<file path="src/rtl/apb_pkg.sv">
// apb_pkg: shared FSM encoding and defaults for the APB master.
package apb_pkg;
    localparam int APB_TIMEOUT_DEFAULT = 16;
    typedef enum logic [1:0] {IDLE, SETUP, ACCESS} state_t;
endpackage

</file>
<file path="src/rtl/apb_if.sv">
// apb_if: APB bus signals with master and slave views.
interface apb_if;
    logic sel, enable, write, ready, slverr;
    logic [31:0] addr, wdata, rdata;
    logic [3:0] strb;
    modport master(output sel, enable, write, addr, wdata, strb, input rdata, ready, slverr);
    modport slave(input sel, enable, write, addr, wdata, strb, output rdata, ready, slverr);
endinterface

</file>
<file path="src/rtl/apb_master.sv">
// apb_master: turns a valid/ready request into one APB transfer with a bounded wait-state budget.
module apb_master
    import apb_pkg::*;
#(
    parameter int TIMEOUT = APB_TIMEOUT_DEFAULT
) (
    input  logic        clk,
    input  logic        rst,
    input  logic        req_valid,
    output logic        req_ready,
    input  logic        req_write,
    input  logic [31:0] req_addr,
    input  logic [31:0] req_wdata,
    input  logic [3:0]  req_strb,
    output logic        resp_valid,
    input  logic        resp_ready,
    output logic [31:0] resp_rdata,
    output logic        resp_err,
    output logic        resp_timeout,
    apb_if.master       apb
);
    localparam int CW = TIMEOUT > 0 ? $clog2(TIMEOUT + 1) : 1;
    state_t state, state_n;
    logic [CW-1:0] cnt;
    logic accept, done, expired;
    logic write_q;
    logic [31:0] addr_q, wdata_q;
    logic [3:0] strb_q;
    assign apb.sel = state != IDLE;
    assign apb.enable = state == ACCESS;
    assign apb.write = write_q;
    assign apb.addr = addr_q;
    assign apb.wdata = wdata_q;
    assign apb.strb = strb_q;
    always_ff @(posedge clk) state <= rst ? IDLE : state_n;
    always_comb begin
        req_ready = state == IDLE && (!resp_valid || resp_ready);
        accept = req_valid && req_ready;
        done = state == ACCESS && apb.ready;
        // a ready in the same cycle the budget runs out still counts as a normal completion
        expired = TIMEOUT > 0 && state == ACCESS && !apb.ready && cnt == CW'(TIMEOUT);
        state_n = state == IDLE ? (accept ? SETUP : IDLE) :
                  state == SETUP ? ACCESS :
                  (done || expired) ? IDLE : ACCESS;
    end
    always_ff @(posedge clk) begin
        if (rst) begin
            write_q <= 1'b0;
            addr_q <= '0;
            wdata_q <= '0;
            strb_q <= '0;
            cnt <= '0;
            resp_valid <= 1'b0;
            resp_rdata <= '0;
            resp_err <= 1'b0;
            resp_timeout <= 1'b0;
        end else begin
            if (accept) begin
                write_q <= req_write;
                addr_q <= req_addr;
                strb_q <= req_write ? req_strb : 4'h0;
                if (req_write) wdata_q <= req_wdata;
            end
            cnt <= (state == ACCESS && !apb.ready) ? cnt + 1'b1 : '0;
            if (done || expired) begin
                resp_valid <= 1'b1;
                resp_rdata <= (done && !write_q) ? apb.rdata : '0;
                resp_err <= !done || apb.slverr;
                resp_timeout <= !done;
            end else if (resp_ready) begin
                resp_valid <= 1'b0;
            end
        end
    end
endmodule

</file>
<file path="src/flat_wrapper.sv">
// flat-port wrapper written by rule: the top's interface ports become plain ports
module apb_master_flat import apb_pkg::*;
#(
    parameter int TIMEOUT = APB_TIMEOUT_DEFAULT
)
  (clk, rst, req_valid, req_ready, req_write, req_addr, req_wdata, req_strb, resp_valid, resp_ready, resp_rdata, resp_err, resp_timeout, apb_sel, apb_enable, apb_write, apb_addr, apb_wdata, apb_strb, apb_rdata, apb_ready, apb_slverr);
  apb_if apb_i ();
  input  logic clk;
  input  logic rst;
  input  logic req_valid;
  output logic req_ready;
  input  logic req_write;
  input  logic [31:0] req_addr;
  input  logic [31:0] req_wdata;
  input  logic [3:0] req_strb;
  output logic resp_valid;
  input  logic resp_ready;
  output logic [31:0] resp_rdata;
  output logic resp_err;
  output logic resp_timeout;
  output wire logic [$bits(apb_i.sel)-1:0] apb_sel;
  output wire logic [$bits(apb_i.enable)-1:0] apb_enable;
  output wire logic [$bits(apb_i.write)-1:0] apb_write;
  output wire logic [$bits(apb_i.addr)-1:0] apb_addr;
  output wire logic [$bits(apb_i.wdata)-1:0] apb_wdata;
  output wire logic [$bits(apb_i.strb)-1:0] apb_strb;
  input wire logic [$bits(apb_i.rdata)-1:0] apb_rdata;
  input wire logic [$bits(apb_i.ready)-1:0] apb_ready;
  input wire logic [$bits(apb_i.slverr)-1:0] apb_slverr;
  assign apb_sel = apb_i.sel;
  assign apb_enable = apb_i.enable;
  assign apb_write = apb_i.write;
  assign apb_addr = apb_i.addr;
  assign apb_wdata = apb_i.wdata;
  assign apb_strb = apb_i.strb;
  assign apb_i.rdata = apb_rdata;
  assign apb_i.ready = apb_ready;
  assign apb_i.slverr = apb_slverr;
  apb_master #(.TIMEOUT(TIMEOUT)) u_core (.clk(clk), .rst(rst), .req_valid(req_valid), .req_ready(req_ready), .req_write(req_write), .req_addr(req_addr), .req_wdata(req_wdata), .req_strb(req_strb), .resp_valid(resp_valid), .resp_ready(resp_ready), .resp_rdata(resp_rdata), .resp_err(resp_err), .resp_timeout(resp_timeout), .apb(apb_i));
endmodule
</file>
<file path="config.mk">
export PLATFORM = sky130hd
export DESIGN_NAME = apb_master_flat
export DESIGN_NICKNAME = d
export VERILOG_FILES = /design/src/rtl/apb_pkg.sv /design/src/rtl/apb_if.sv /design/src/rtl/apb_master.sv /design/src/flat_wrapper.sv
export SDC_FILE = /design/constraint.sdc
export NUM_CORES = 1
export LEC_CHECK = 0
export BUFFER_PORTS_ARGS = -buffer_cell sky130_fd_sc_hd__buf_2
export CORE_UTILIZATION = 44
export DETAILED_ROUTE_END_ITERATION = 7
export PLACE_DENSITY_LB_ADDON = 0.05
export REMOVE_ABC_BUFFERS = 1
export SLEW_MARGIN = 20
export SYNTH_ARGS = -nofsm -noshare
export SYNTH_HDL_FRONTEND = slang
export SYNTH_SLANG_ARGS = --single-unit
</file>
<file path="constraint.sdc">
create_clock -name clk -period 4.45 [get_ports clk]
set_input_delay 0.445 -clock clk [delete_from_list [all_inputs] [get_ports clk]]
set_output_delay 0.445 -clock clk [all_outputs]
set_load 0.02 [all_outputs]
</file>
==> results_dict.tcl <==
set metrics [dict create \
    skew_ns 0.0108 \
    hold_path.class "input port to register" \
    root_buffer "clkbuf_8" \
    p_leak_nw 2.64 \
    synth_edf_count 0 \
    power_density_mw_per_mm2 341 \
    drt_pass1_iterations 4 \
    rsz0062_at_grt "false" \
    cts_tree "yes" \
    cp-start-kind "register" \
    cts_sinks 111 \
    clk-insertion-delay-late_ns 0.36 \
    holdBufCountCts 0 \
    numCtsBuffers 9 \
    status "complete, no violations" \
    syn_inst 439 \
    num-nets-final 730 \
    drt-wirelength-per-cell_um 14.4 \
    area_growth_pct 28.2 \
    antenna_found_initial 0 \
    worstSetupPathType "register to register" \
    crit_path_start "u_core.state[1]$_SDFF_PP0_" \
    drive_above_1_share_pct 39.1 \
    required_ns 4.73 \
    grt.total_usage_pct 19.8 \
    met2_length_um 5270 \
    ys_seq_area_share_pct 49.3 \
    yosys-top-cells-area "dfxtp_1 (49%), nand2b_1 (9.6%), mux2i_1 (8.0%)" \
    syn_avg_cell_area_sq_um 10.3 \
    setup_violations 0 \
    hpwl_um 7540 \
    synth_top_area_share_pct 49.3 \
    die_y_um 103 \
    cts_resized 0 \
    gr-total-overflow 0 \
    end_kind "register" \
    wl_um 10900 \
    yosysUniqueCellTypes 35 \
    min_period_ns 2.59 \
    path_clk_slew_ns 0.11 \
    drtAntennaViolNets 0 \
    tightest_slew_ns 1.03 \
    finalMaxSlewViolations 0 \
    wl_met3_um 876 \
    final_common_cell "buf_2" \
    grt_pass1_wl_um 16600 \
    drc 0 \
    relSlewSlack_pct 31.1 \
    die_area_sq_mm 0.0107 \
    netlist_area_sq_mm 0.00451 \
    synth-seq-cells 111 \
    num_antenna_cells 0 \
    wl_met1_um 4670 \
    worst_r2r_endpoint "u_core.apb.wdata[25]$_SDFFE_PP0P_" \
    hold_viol_final 0 \
    via_per_inst 5.13 \
    stdcell_area_sq_mm 0.00578 \
    reg2reg_setup_slack_ns 1.86 \
    r2r_start "u_core.state[1]$_SDFF_PP0_" \
    synth_top_area_cell "dfxtp_1" \
    coreArea_sq_mm 0.00986 \
    fin_setup_tns_ns 0 \
    die_w_um 103 \
    final_cell_mix "buf_2 (213), dfxtp_1 (111), nand2b_1 (68), mux2i_1 (36), a21oi_1 (33)" \
    route.top_layer_used "met4" \
    num_rows 36 \
    start_util_pct 45.7 \
    total_power_w 0.00197 \
    vias 3890 \
    fmax_mhz 386 \
    synthArstFlopShare_pct 0 \
    grt_max_degree 85 \
    yosysWarnings 0 \
    pin_count 214 \
    cts_buffer_depth 2 \
    crit_path_end "u_core.apb.wdata[25]$_SDFFE_PP0P_" \
    postCtsSetupBuffers 0 \
    dpl_cell_area_sq_mm 0.00557 \
    synth_ff_type "dfxtp_1" \
    crit_fanout 38 \
    critPathArrivalTime_ns 2.87 \
    hold_slack_ns 0.281 \
    drv_cap 0 \
    ir_drop_v 0.000201 \
    grt_pass1_vias 3483 \
    h-tree-depth 3 \
    drtIter0Drc 166 \
    reg2regPathDepth 6 \
    fin_crit_sh_pct 58.2 \
    port_buffers 213 \
    place.gp.congestion 0.704 \
]
==> synthesized netlist by cell type (2+ instances only) <==
| cell type | instances |
|---|---|
| dfxtp_1 | 111 |
| nand2b_1 | 69 |
| mux2i_1 | 36 |
| clkbuf_1 | 34 |
| a21oi_1 | 33 |
| a32o_1 | 32 |
| nand4_1 | 32 |
| o31ai_1 | 32 |
| nor2_1 | 9 |
| inv_1 | 7 |
| buf_2 | 6 |
| buf_6 | 6 |
| nand3b_1 | 4 |
| ha_1 | 2 |
| inv_2 | 2 |
| nand3_1 | 2 |
| nor3_4 | 2 |
| or3_1 | 2 |
| xor2_1 | 2 |
==> through the flow <==
step	util [%]	setup WS, ns	cells
finish	58.5	1.86	759
global route	58.5	1.66	759
CTS	58.5	1.85	759
detailed placement	56.5	1.88	743
global placement	56.4	1.92	743
floorplan	-	1.31	392
==> where the power goes <==
group / internal, W / switching [W] / total, W
Sequential: 0.00104 / 0.0000237 / 0.00106
Combinational: 0.000122 / 0.000179 / 0.000302
Clock: 0.000267 / 0.000341 / 0.000608
Total: 0.00143 / 0.000544 / 0.00197
==> sequential cells by signal (all words and copies together), names as in the netlist, 2 cells and up <==
name               count
u_core.apb.addr       32
u_core.apb.strb        4
u_core.apb.wdata      32
u_core.cnt             5
u_core.resp_rdata     32
u_core.state           2
==> worst min path at each step <==
stage                                     startpoint  depth (start not counted)                                 end  slack, ns
floorplan                   u_core.cnt[0]$_SDFF_PP0_                          1            u_core.cnt[0]$_SDFF_PP0_       0.43
global placement            u_core.cnt[0]$_SDFF_PP0_                          1            u_core.cnt[0]$_SDFF_PP0_       0.45
detailed placement  u_core.resp_timeout$_SDFFE_PP0P_                          1    u_core.resp_timeout$_SDFFE_PP0P_       0.45
CTS                                    apb_rdata[13]                          2  u_core.resp_rdata[13]$_SDFFE_PP0P_       0.27
global route                           apb_rdata[10]                          2  u_core.resp_rdata[10]$_SDFFE_PP0P_       0.26
finish                                  apb_rdata[3]                          2   u_core.resp_rdata[3]$_SDFFE_PP0P_       0.28
==> worst max-delay path, cell delays in order (launching register included) <==
cell and delay [ns]:
dfxtp_1 0.37, nor2_2 0.09, buf_4 0.33, inv_2 0.38
nor3_4 0.61, buf_4 0.47, mux2i_1 0.23
==> cells by family after synthesis <==
kind of cell | count (synthesis) | synth area share [%]
buffers and inverters | 56 | 5.83
xor gates and xnor gates | 3 | 0.583
DFF | 111 | 49.3
AOI/OAI and AO/OA | 103 | 17.2
adders and majority gates | 2 | 0.555
muxes | 36 | 8.00
and+or+nand+nor | 128 | 18.5
==> per-layer routing <==
metal | vias to the layer above | GRT usage [%]
met4 | 0 | 7.26
met5 | - | 0
met3 | 8 | 6.65
met1 | 1803 | 25.1
met2 | 123 | 31.4
li1 | 1956 | -
==> cell type report <==
cell class | count | area [sq um]
tap | 133 | 166
timing repair buffer | 218 | 1100
fill | 917 | 4090
sequential | 111 | 2220
multi-input combinational | 272 | 2050
clock buffer | 9 | 124
inverter | 9 | 33.8
clock inverter | 7 | 77.6
Power figures use the tool's default switching activity.
